File: src/rtl/frequency_analyzer_scheduler.sv
// Ping-pong scheduler for two frequency analyzers: alternates fixed-length measurement windows,
// collects their results with a guard timeout and streams them out over a valid/ready port.
module frequency_analyzer_scheduler #(
    parameter int unsigned CLOCK        = 100000000,
    parameter int unsigned FREQUENCY    = 2000,
    parameter int unsigned GUARD_TICKS  = 20,
    parameter int unsigned RESULT_WIDTH = 32
) (
    input  logic                    clock,
    input  logic                    reset,
    input  logic                    enable,
    input  logic                    clear_status,
    output logic                    start_0,
    output logic                    stop_0,
    output logic                    start_1,
    output logic                    stop_1,
    input  logic                    done_0,
    input  logic                    done_1,
    input  logic [RESULT_WIDTH-1:0] result_0,
    input  logic [RESULT_WIDTH-1:0] result_1,
    output logic [RESULT_WIDTH-1:0] out_data,
    output logic                    out_channel,
    output logic                    out_valid,
    input  logic                    out_ready,
    output logic                    busy,
    output logic                    overrun,
    output logic                    timeout
);
    localparam int unsigned W  = CLOCK / FREQUENCY;
    localparam int unsigned CW = $clog2(W);
    localparam int unsigned GW = $clog2(GUARD_TICKS + 1);
    localparam logic [CW-1:0] LAST      = CW'(W - 1);
    localparam logic [GW-1:0] GUARD_MAX = GW'(GUARD_TICKS);

    typedef enum logic [1:0] {StIdle, StRun, StDrain} state_e;

    state_e                       state_q, state_d;
    logic [CW-1:0]                count_q, count_d;
    logic                         active_q, active_d;
    logic [1:0]                   start_q, start_d;
    logic [1:0]                   stop_q, stop_d;
    logic [1:0]                   wait_q, wait_d;
    logic [1:0][GW-1:0]           guard_q, guard_d;
    logic [1:0][RESULT_WIDTH-1:0] slot_q, slot_d;
    logic [1:0]                   slot_valid_q, slot_valid_d;
    logic                         ptr_q, ptr_d;
    logic [RESULT_WIDTH-1:0]      out_data_q, out_data_d;
    logic                         out_channel_q, out_channel_d;
    logic                         out_valid_q, out_valid_d;
    logic                         overrun_q, overrun_d;
    logic                         timeout_q, timeout_d;

    logic [1:0]                   done;
    logic [1:0][RESULT_WIDTH-1:0] result;
    logic [1:0]                   capture;
    logic                         timeout_set;
    logic                         overrun_set;
    logic                         sel;

    assign done   = {done_1, done_0};
    assign result = {result_1, result_0};

    // Window sequencing: a window always runs to its end, enable only decides what follows it.
    always_comb begin
        state_d  = state_q;
        count_d  = count_q;
        active_d = active_q;
        start_d  = '0;
        stop_d   = '0;
        unique case (state_q)
            StIdle: begin
                if (enable) begin
                    state_d    = StRun;
                    count_d    = '0;
                    active_d   = 1'b0;
                    start_d[0] = 1'b1;
                end
            end
            StRun: begin
                if (count_q == LAST) begin
                    count_d          = '0;
                    stop_d[active_q] = 1'b1;
                    if (enable) begin
                        active_d          = ~active_q;
                        start_d[~active_q] = 1'b1;
                    end else begin
                        state_d = StDrain;
                    end
                end else begin
                    count_d = count_q + 1'b1;
                end
            end
            StDrain: begin
                if (wait_q == '0) state_d = StIdle;
            end
            default: state_d = StIdle;
        endcase
    end

    // Per-channel result wait with guard timeout.
    always_comb begin
        wait_d      = wait_q;
        guard_d     = guard_q;
        capture     = '0;
        timeout_set = 1'b0;
        for (int i = 0; i < 2; i++) begin
            if (wait_q[i]) begin
                if (done[i]) begin
                    wait_d[i]  = 1'b0;
                    capture[i] = 1'b1;
                end else if (guard_q[i] == GUARD_MAX) begin
                    wait_d[i]   = 1'b0;
                    timeout_set = 1'b1;
                end else begin
                    guard_d[i] = guard_q[i] + 1'b1;
                end
            end
            if (stop_d[i]) begin
                wait_d[i]  = 1'b1;
                guard_d[i] = '0;
            end
        end
    end

    // Output register refills from the slots round-robin; a slot freed this cycle may be refilled.
    always_comb begin
        out_data_d    = out_data_q;
        out_channel_d = out_channel_q;
        out_valid_d   = out_valid_q;
        ptr_d         = ptr_q;
        slot_d        = slot_q;
        slot_valid_d  = slot_valid_q;
        overrun_set   = 1'b0;
        sel           = slot_valid_q[ptr_q] ? ptr_q : ~ptr_q;
        if (!out_valid_q || out_ready) begin
            out_valid_d = 1'b0;
            if (slot_valid_q != '0) begin
                out_valid_d       = 1'b1;
                out_data_d        = slot_q[sel];
                out_channel_d     = sel;
                slot_valid_d[sel] = 1'b0;
                ptr_d             = ~sel;
            end
        end
        for (int i = 0; i < 2; i++) begin
            if (capture[i]) begin
                if (slot_valid_d[i]) begin
                    overrun_set = 1'b1;
                end else begin
                    slot_d[i]       = result[i];
                    slot_valid_d[i] = 1'b1;
                end
            end
        end
    end

    assign overrun_d = (overrun_q & ~clear_status) | overrun_set;
    assign timeout_d = (timeout_q & ~clear_status) | timeout_set;

    always_ff @(posedge clock) begin
        if (reset) begin
            state_q       <= StIdle;
            count_q       <= '0;
            active_q      <= 1'b0;
            start_q       <= '0;
            stop_q        <= '0;
            wait_q        <= '0;
            guard_q       <= '0;
            slot_q        <= '0;
            slot_valid_q  <= '0;
            ptr_q         <= 1'b0;
            out_data_q    <= '0;
            out_channel_q <= 1'b0;
            out_valid_q   <= 1'b0;
            overrun_q     <= 1'b0;
            timeout_q     <= 1'b0;
        end else begin
            state_q       <= state_d;
            count_q       <= count_d;
            active_q      <= active_d;
            start_q       <= start_d;
            stop_q        <= stop_d;
            wait_q        <= wait_d;
            guard_q       <= guard_d;
            slot_q        <= slot_d;
            slot_valid_q  <= slot_valid_d;
            ptr_q         <= ptr_d;
            out_data_q    <= out_data_d;
            out_channel_q <= out_channel_d;
            out_valid_q   <= out_valid_d;
            overrun_q     <= overrun_d;
            timeout_q     <= timeout_d;
        end
    end

    assign start_0     = start_q[0];
    assign start_1     = start_q[1];
    assign stop_0      = stop_q[0];
    assign stop_1      = stop_q[1];
    assign out_data    = out_data_q;
    assign out_channel = out_channel_q;
    assign out_valid   = out_valid_q;
    assign busy        = (state_q != StIdle);
    assign overrun     = overrun_q;
    assign timeout     = timeout_q;

endmodule

File: config.mk
export PLATFORM = sky130hd
export DESIGN_NAME = frequency_analyzer_scheduler
export DESIGN_NICKNAME = d
export VERILOG_FILES = /design/src/rtl/frequency_analyzer_scheduler.sv
export SDC_FILE = /design/constraint.sdc
export NUM_CORES = 1
export LEC_CHECK = 0
export ABC_CLOCK_PERIOD_IN_PS = 2000
export BUFFER_PORTS_ARGS = -buffer_cell sky130_fd_sc_hd__buf_2
export CAP_MARGIN = 20
export CORE_MARGIN = 2
export CORE_UTILIZATION = 49
export DETAILED_ROUTE_END_ITERATION = 16
export GPL_TIMING_DRIVEN = 0
export PLACE_DENSITY_LB_ADDON = 0.1
export SYNTH_ARGS = -nofsm -noshare
export SYNTH_HDL_FRONTEND = slang
export SYNTH_SLANG_ARGS = --single-unit
File: constraint.sdc
create_clock -name clock -period 2 [get_ports clock]
set_clock_uncertainty 0.15 [all_clocks]
set_input_delay 0.4 -clock clock [delete_from_list [all_inputs] [get_ports clock]]
set_output_delay 0.4 -clock clock [all_outputs]
set_load 0.05 [all_outputs]
Yosys cells after proc, flatten, opt, wreduce, memory -nomap -nowiden
Cells that the tools add are included.
{"block": "totals", "reg_bits": 138, "inputBits": 71, "out_inout_bits": 41, "wordCells": 134}
{"block": "classes", "add_sub_neg": 3, "magnitude_cmp": 7, "eq_ne": 10, "mux": 56, "n_bitwise": 19, "reduce_logical": 21}
{"operator": "$mux 32", "count": 2}
{"operator": "$mux 1", "count": 37}
{"operator": "$mux 16", "count": 2}
{"operator": "$pmux 16 s2", "count": 1}
{"operator": "$add 16x1->16 const B", "count": 1}
{"operator": "$eq 16x16->1 const B", "count": 1}
{"operator": "$mux 2", "count": 8}
{"operator": "$not 1->1", "count": 13}
{"operator": "$add 5x1->5 const B", "count": 2}
{"operator": "$eq 5x5->1 const B", "count": 2}
{"operator": "$ne 2x2->1 const B", "count": 5}
{"operator": "$lt 1x2->1 const B", "count": 4}
{"operator": "$reduce_and 2->1", "count": 4}
{"operator": "$reduce_and 4->1", "count": 2}
{"operator": "$pmux 2 s3", "count": 1}
{"operator": "$reduce_and 3->1", "count": 2}
{"operator": "$reduce_bool 2->1", "count": 3}
{"operator": "$logic_not 2->1", "count": 2}
{"operator": "$pmux 1 s2", "count": 2}
{"operator": "$reduce_or 2->1", "count": 2}
{"operator": "$reduce_or 4->1", "count": 1}
{"operator": "$demux 1 s1", "count": 3}
{"operator": "$ge 1x1->1 const B", "count": 3}
{"operator": "$logic_and 1x1->1", "count": 3}
{"operator": "other kinds (8)", "count": 10}

Depth between registers and ports, before layout
Gate-level depths: netlist of the first run.
{"block": "logic_depth", "depth_word": 16, "mapped_depth": 6, "depth_no_buf": 6}

Worst setup path before layout of the first run
No wires, ideal clock.
{"block": "synth_path", "path_type": "register -> register", "start": "register out_valid_q (netlist: out_valid)", "end": "register out_data_q[0] (netlist: out_data[0])", "setup_time_ns": 0.128, "arrival_ns": 1.645, "required_time_ns": 1.722, "slack_ns": 0.077, "stages_incl_launch_ff": 7, "path_buffers": 2, "synth_period_minus_slack_ns": 1.923, "path_cell_list": "dfxtp_1 -> nand2b_1 -> and3_1 -> clkbuf_1 -> clkbuf_1 -> a222oi_1 -> nor2_1"}
{"block": "synth_via", "elab_chain_len": 3}
{"item": "from (decl)", "line_no": "49", "text": "logic out_valid_q, out_valid_d;"}
{"item": "from (signal assigned)", "line_no": "190", "text": "out_valid_q <= out_valid_d;"}
{"item": "$logic_not 1->1", "line_no": "135", "text": "if (!out_valid_q || out_ready) begin"}
{"item": "$logic_or 1x1->1", "line_no": "135"}
{"item": "$reduce_and 2->1 (no source line)"}
{"item": "to (signal assigned)", "line_no": "188", "text": "out_data_q <= out_data_d;"}
{"item": "to (decl)", "line_no": "47", "text": "logic [RESULT_WIDTH-1:0] out_data_q, out_data_d;"}
Every way passes these cells.
A chain may end at the register's enable or synchronous reset.

Final worst setup path of the first run
{"block": "layout_path", "start": "register state_q[0]", "end": "output port busy"}
{"block": "layout_via", "elab_chain_len": 1}
{"item": "from (decl)", "line_no": "37", "text": "state_e state_q, state_d;"}
{"item": "from (signal assigned)", "line_no": "162", "text": "state_q <= StIdle;"}
{"item": "from (signal assigned)", "line_no": "178", "text": "state_q <= state_d;"}
{"item": "$reduce_bool 2->1", "line_no": "203", "text": "assign busy = (state_q != StIdle);"}
{"item": "to (decl)", "line_no": "25", "text": "output logic busy,"}
Every way passes these cells.

==> results.tsv, run 1 <==
metric	value	unit
outcome	completed	
buffer and inverter count on the worst path	2	
final design instance area without fill	6970	um2
clock-pin slew of the registers on the worst-case setup and hold paths	0.06	ns
WHS Endpoint	slot_q[31]$_SDFFE_PP0P_	
Yosys cell types	51	
critical path startpoint category	flip-flop	
post-detailed-route DRC marker count	0	
buffers added on ports	110	
number of detailed-route iterations in the first pass	8	
number of rows in the core area	38	
number of H-tree levels	4	
data required time of the critical path	1.45	ns
largest stage delay on the critical path	0.29	ns
most common cell after layout, fill and taps aside	sky130_fd_sc_hd__dfxtp_1	
die footprint	12200	um2
placeable core region	10900	um2
biggest area contributors in the synthesized netlist	sky130_fd_sc_hd__dfxtp_1 (50%), sky130_fd_sc_hd__nand3_1 (7.0%), sky130_fd_sc_hd__a21oi_1 (6.9%)	
Final WS setup	0.0750	ns
Cells after Synth	634	
CTS tree	built	
synthesized area per cell	8.74	um2
sequential share of the synthesized area	0.498	
wire length of the first global-routing pass	24600	um
CTS root buf	sky130_fd_sc_hd__clkbuf_16	
Period minus WS final	1.93	ns
number of failing setup endpoints in the final timing report	0	
horizontal extent of the die	110	um
Post-Place Cell Area	6270	um2
Clock Latency Late Sink	0.42	ns
post-route fraction of the period consumed by the critical path	0.963	
category of the most critical setup path	reg -> out	
setup TNS after final layout	0	ns
Iteration-0 DRC Markers	611	
met1 routing resource usage after global routing	0.359	
worst reg2reg path depth	5	
total power per unit cell area	865	nW/um2
maximum frequency from static timing analysis	0.519	GHz
start point of the worst min-delay path	result_0[31]	
commonest cells after routing, fill and taps aside	sky130_fd_sc_hd__dfxtp_1 (130), sky130_fd_sc_hd__buf_2 (111), sky130_fd_sc_hd__nand3_1 (77), sky130_fd_sc_hd__a21oi_1 (76), sky130_fd_sc_hd__o21ai_0 (56)	
post-synthesis cell area	5540	um2
detail-routed via count per cell	5.91	
largest fanout of any net on the critical path	10	
depth of the worst hold-timing path	3	
number of enable-type register cells in the synthesized netlist	0	
count of final max-slew check failures	0	
hold violation total from the final report	0	
final RePlAce weighted congestion	0.837	
cells along the critical path	buf_4, or2_2, buf_2	
number of antenna repair diodes	0	
Worst path top cell family by delay	buffers and inverters	
vias in the first global route	4984	
DP Wirelength	11100	um
kind of end point of the critical path	primary output	
all-layer global routing usage	0.269	
total clock buffers created by CTS	17	
share of the synthesized area in the top cell type	0.498	
via total after detailed routing	5424	
DR WL/cell	17.6	um
maximum vdd drop	0.509	mV
largest net degree at the start of global routing	17	
busiest layer in global routing	met2	
Final Net Count	841	
worst path arrival time	1.38	ns
Starting Density	0.507	
Async SR Flop Fraction	0	
Die Y-Extent	110	um
global-route track usage on met3	0.0670	
flop and latch count out of synthesis	138	
count of pins on the block boundary	112	
cell type with the largest total area after synthesis	sky130_fd_sc_hd__dfxtp_1	
hold buffers post-CTS	0	
unrepaired setup endpoints after global routing	false	
critical path's slowest cell	sky130_fd_sc_hd__dfxtp_1	
MaxCap Viol Count	0	
met2 track utilization from global routing	0.416	
worst slack after detailed placement	-0.196	ns
static leakage	2.63	nW
most frequently used flop master after synthesis	sky130_fd_sc_hd__dfxtp_1	
share of layout cells above drive strength 1	0.245	
initial antenna violation count	0	
Detailed Route WL	16200	um
slew at the pin closest to its max-slew limit	0.631	ns
count of yosys warnings during synthesis	0	
class of the tightest hold or removal check	in -> reg	
end of the worst register-to-register path	count_q[15]$_SDFFE_PP0P_	
maximum number of buffers from clock root to sink	2	
total grt overflow	0	
area overhead of the layout relative to synthesis	25.8	%
headroom to the max-slew limit	0.579	
Antenna Nets Post-Route	0	
number of clock sinks	138	
worst reg2reg setup slack	0.07	ns
Critical R2R Launch	state_q[0]$_SDFFE_PP0P_	
total nets after synthesis	710	
==> cells in the mapped netlist, drive strengths merged, types with 3 or more instances <==
master / n
or3: 5
nor3: 12
nor3b: 5
clkbuf: 49
nor2: 52
nand3: 78
nand2b: 6
o31ai: 4
nand4: 8
buf: 6
nor2b: 7
a222oi: 32
dfxtp: 138
inv: 8
and2: 4
xor2: 9
nand2: 18
nor4: 5
and3: 3
a21oi: 77
a211oi: 4
o21ai: 68
ha: 5
and4: 4
xnor2: 5
==> power by group <==
| part | leakage [nW] | total [mW] | switching, mW | internal (mW) |
|---|---|---|---|---|
| logic | 1.22 | 0.205 | 0.127 | 0.0780 |
| clock network | 0.287 | 3.06 | 1.14 | 1.93 |
| registers | 1.12 | 2.76 | 0.00496 | 2.75 |
==> cell type report <==
cell class / instances / area, um2
fill: 968 / 3960
clock buffer: 25 / 526
sequential: 138 / 2770
tap: 140 / 175
clock inverter: 6 / 60.1
buffer: 54 / 233
inverter: 8 / 30.0
multi-input combinational: 433 / 2600
timing repair buffer: 113 / 573
==> kinds of logic (layout without fill, tap and decap cells) <==
logic type	after synthesis	after routing	share of synthesized area
AOI/OAI and AO/OA	202	202	0.229
xor gates and xnor gates	14	14	0.0221
DFF	138	138	0.498
adders and majority gates	5	5	0.0113
buffers and inverters	63	206	0.0436
and+or+nand+nor	212	212	0.196
==> tightest hold or removal path, cell delays in order <==
cell and delay, ns:
sky130_fd_sc_hd__buf_2 0.10, sky130_fd_sc_hd__nand3_1 0.05, sky130_fd_sc_hd__a21oi_1 0.05
==> routing by layer <==
layer  wire, um  part of all wire  vias up
li1           -                 -     2615
met1       7120              0.44     2583
met2       7600              0.47      201
met3       1160             0.072       25
met4        277             0.017        0
met5          0                 0        -
==> timing repair <==
item,in CTS,in global routing
hold endpoints to repair,0,0
pin swaps,1,2
buffers inserted,3,0
setup endpoints to repair,49,108
resized for setup,5,52
==> stage by stage <==
step | total power [mW] | instances | hold WS, ns | util
after CTS | 6.05 | 918 | 0.0746 | 0.631
after floorplan | 2.90 | 634 | 0.303 | -
final | 6.03 | 917 | 0.0806 | 0.638
after detailed placement | 3.01 | 884 | 0.318 | 0.573
after global routing | 6.18 | 917 | 0.0721 | 0.638
after global placement | 3.01 | 884 | 0.311 | 0.573
==> sequential cells by signal, indices dropped and copies added, names as in the netlist <==
| register | flops |
|---|---|
| active_q | 1 |
| count_q | 16 |
| guard_q | 10 |
| out_channel | 1 |
| out_data | 32 |
| out_valid | 1 |
| overrun | 1 |
| ptr_q | 1 |
| slot_q | 64 |
| slot_valid_q | 2 |
| start_q | 2 |
| state_q | 2 |
| stop_q | 2 |
| timeout | 1 |
| wait_q | 2 |
==> how the worst max path moves through the flow <==
stage / cells past startpoint / to / from
after CTS: 6 / start_q[1]$_SDFF_PP0_ / count_q[0]$_SDFFE_PP0P_
after floorplan: 6 / out_data[0]$_SDFFE_PP0P_ / out_valid$_SDFFE_PP0N_
final: 3 / busy / state_q[0]$_SDFFE_PP0P_
after global routing: 6 / out_data[7]$_SDFFE_PP0P_ / out_valid$_SDFFE_PP0N_
after global placement: 5 / guard_q[3]$_SDFFE_PP0P_ / count_q[0]$_SDFFE_PP0P_
after detailed placement: 5 / guard_q[2]$_SDFFE_PP0P_ / count_q[0]$_SDFFE_PP0P_
(Power assumes the default switching activity.)
==> run 2: changes to the inputs <==
--- a/config.mk
+++ b/config.mk
@@ -13,6 +13,7 @@
 export DETAILED_ROUTE_END_ITERATION = 16
 export GPL_TIMING_DRIVEN = 0
 export PLACE_DENSITY_LB_ADDON = 0.1
+export REMOVE_ABC_BUFFERS = 1
 export SYNTH_ARGS = -nofsm -noshare
 export SYNTH_HDL_FRONTEND = slang
 export SYNTH_SLANG_ARGS = --single-unit
==> run 2 against run 1 <==
Compared with the run above: die area is the same; non-clock buffer count shrank 34; highest routed layer unchanged; sequential share of layout area shrank 1.2 points.
==> results.tsv, run 2 (same netlist as run 1, synthesis figures left out) <==
metric	value	unit
buffer and inverter count on the worst path	0	
Cell Int Power	5.02	mW
slew at the pin closest to its max-slew limit	0.827	ns
largest net degree at the start of global routing	85	
worst slack after detailed placement	-0.495	ns
largest stage delay on the critical path	0.56	ns
number of clock sinks	138	
maximum vdd drop	0.576	mV
CTS root buf	sky130_fd_sc_hd__clkbuf_16	
largest reg by FF count	slot_q	
DR WL/cell	18.1	um
Reg power frac	0.437	
Net Sw Power	1.30	mW
static leakage	2.71	nW
worst path arrival time	2.14	ns
category of the most critical setup path	reg -> reg	
maximum frequency from static timing analysis	0.514	GHz
clock-pin slew of the registers on the worst-case setup and hold paths	0.06	ns
all-layer global routing usage	0.264	
horizontal extent of the die	110	um
combinational group share of total power	0.032	
post-detailed-route DRC marker count	0	
Period minus WS final	1.95	ns
area overhead of the layout relative to synthesis	29.9	%
die footprint	12200	um2
Starting Density	0.507	
kind of end point of the critical path	flip-flop	
Final Net Count	808	
worst setup path startpoint	state_q[1]$_SDFFE_PP0P_	
maximum number of buffers from clock root to sink	2	
critical path startpoint category	flip-flop	
Iteration-0 DRC Markers	583	
vias in the first global route	5063	
Antenna Nets Post-Route	0	
stages on the worst setup path	4	
Final WS setup	0.0526	ns
number of inserted filler cells in the final layout	895	
number of failing setup endpoints in the final timing report	0	
end of the worst register-to-register path	count_q[15]$_SDFFE_PP0P_	
number of rows in the core area	38	
count of final max-slew check failures	0	
cells along the critical path	o21bai_4, or4_4, or3_1, a211oi_2	
total power per unit cell area	877	nW/um2
post-route fraction of the period consumed by the critical path	0.974	
MaxCap Viol Count	0	
data required time of the critical path	2.20	ns
hold violation total from the final report	0	
wire length of the first global-routing pass	24700	um
relative contribution of the clock network to total power	0.530	
Die Y-Extent	110	um
most common cell after layout, fill and taps aside	sky130_fd_sc_hd__dfxtp_1	
Sw Share	0.206	
Worst path top cell family by delay	simple AND/OR/NAND/NOR gates	
number of antenna repair diodes	0	
unrepaired setup endpoints after global routing	false	
class of the tightest hold or removal check	in -> reg	
number of flip-flops in the largest register	64	
Critical R2R Launch	state_q[1]$_SDFFE_PP0P_	
hold buffers post-CTS	0	
count of pins on the block boundary	112	
Detailed Route WL	16000	um
buffers added on ports	111	
total grt overflow	0	
detail-routed via count per cell	6.09	
placeable core region	10900	um2
setup TNS after final layout	0	ns
number of H-tree levels	4	
commonest cells after routing, fill and taps aside	sky130_fd_sc_hd__dfxtp_1 (129), sky130_fd_sc_hd__buf_2 (110), sky130_fd_sc_hd__nand3_1 (77), sky130_fd_sc_hd__a21oi_1 (76), sky130_fd_sc_hd__o21ai_0 (56)	
outcome	completed	
start point of the worst min-delay path	result_1[29]	
Clock Latency Late Sink	0.43	ns
last element of the critical path	count_q[15]$_SDFFE_PP0P_	
via total after detailed routing	5389	
number of detailed-route iterations in the first pass	6	
largest fanout of any net on the critical path	8	
initial antenna violation count	0	
worst reg2reg path depth	4	
critical path's slowest cell	sky130_fd_sc_hd__or4_4	
DP Wirelength	9720	um
CTS tree	built	
worst reg2reg setup slack	0.05	ns
total clock buffers created by CTS	17	
share of layout cells above drive strength 1	0.271	
final RePlAce weighted congestion	0.779	
headroom to the max-slew limit	0.449	
-- run 2: worst min-delay path by stage --
stage,end,slack (ns),depth (start not counted)
3_3_place_gp,slot_q[51]$_SDFFE_PP0P_,0.31,2
3_5_place_dp,slot_q[46]$_SDFFE_PP0P_,0.32,2
5_1_grt,slot_q[11]$_SDFFE_PP0P_,0.07,3
6_report,slot_q[61]$_SDFFE_PP0P_,0.07,3
4_1_cts,slot_q[61]$_SDFFE_PP0P_,0.06,3
2_1_floorplan,slot_q[41]$_SDFFE_PP0P_,0.30,2
-- run 2: final cells by class --
type	count	area (um2)	area share
Tap cell	140	175	0.0243
Timing Repair Buffer	133	902	0.125
Clock buffer	20	467	0.0648
Clock inverter	12	169	0.0235
Multi-Input combinational cell	434	2680	0.372
Sequential cell	138	2780	0.386
Inverter	8	30.0	0.00417
-- run 2: per-layer routing --
layer | share of wire | track usage | vias up
met5 | 0 | 0 | -
met4 | 0.022 | 0.117 | 0
met3 | 0.079 | 0.0664 | 35
met2 | 0.48 | 0.448 | 241
met1 | 0.42 | 0.317 | 2568
li1 | - | - | 2545
-- run 2: stage by stage --
stage | hold slack [ns] | cell area [um2] | std cells | util | power, mW
after floorplan | 0.297 | 5330 | 579 | - | 2.87
after global placement | 0.309 | 6060 | 830 | 0.554 | 2.99
after detailed placement | 0.317 | 6320 | 840 | 0.578 | 3.00
after CTS | 0.0610 | 7010 | 874 | 0.641 | 6.34
after global routing | 0.0690 | 7200 | 885 | 0.658 | 6.49
final | 0.0687 | 7200 | 885 | 0.658 | 6.32
-- run 2: what timing repair did --
action | CTS | global route
gates resized for setup | 10 | 22
setup endpoints to repair | 68 | 69
gates cloned | 0 | 1
buffers inserted | 2 | 9
pin swaps | 1 | 5
-- run 2: power by group through the flow --
stage          clock network, mW  registers, mW  logic, mW
3_3_place_gp                   0           2.82      0.171
2_1_floorplan                  0           2.82     0.0435
3_5_place_dp                   0           2.82      0.179
5_1_grt                     3.51           2.76      0.218
6_report                    3.35           2.76      0.204
4_1_cts                     3.39           2.76      0.184
-- run 2: worst min-delay path, cell delays in order --
cell and delay, ns:
sky130_fd_sc_hd__buf_2 0.09, sky130_fd_sc_hd__nand3_1 0.05, sky130_fd_sc_hd__a21oi_1 0.05
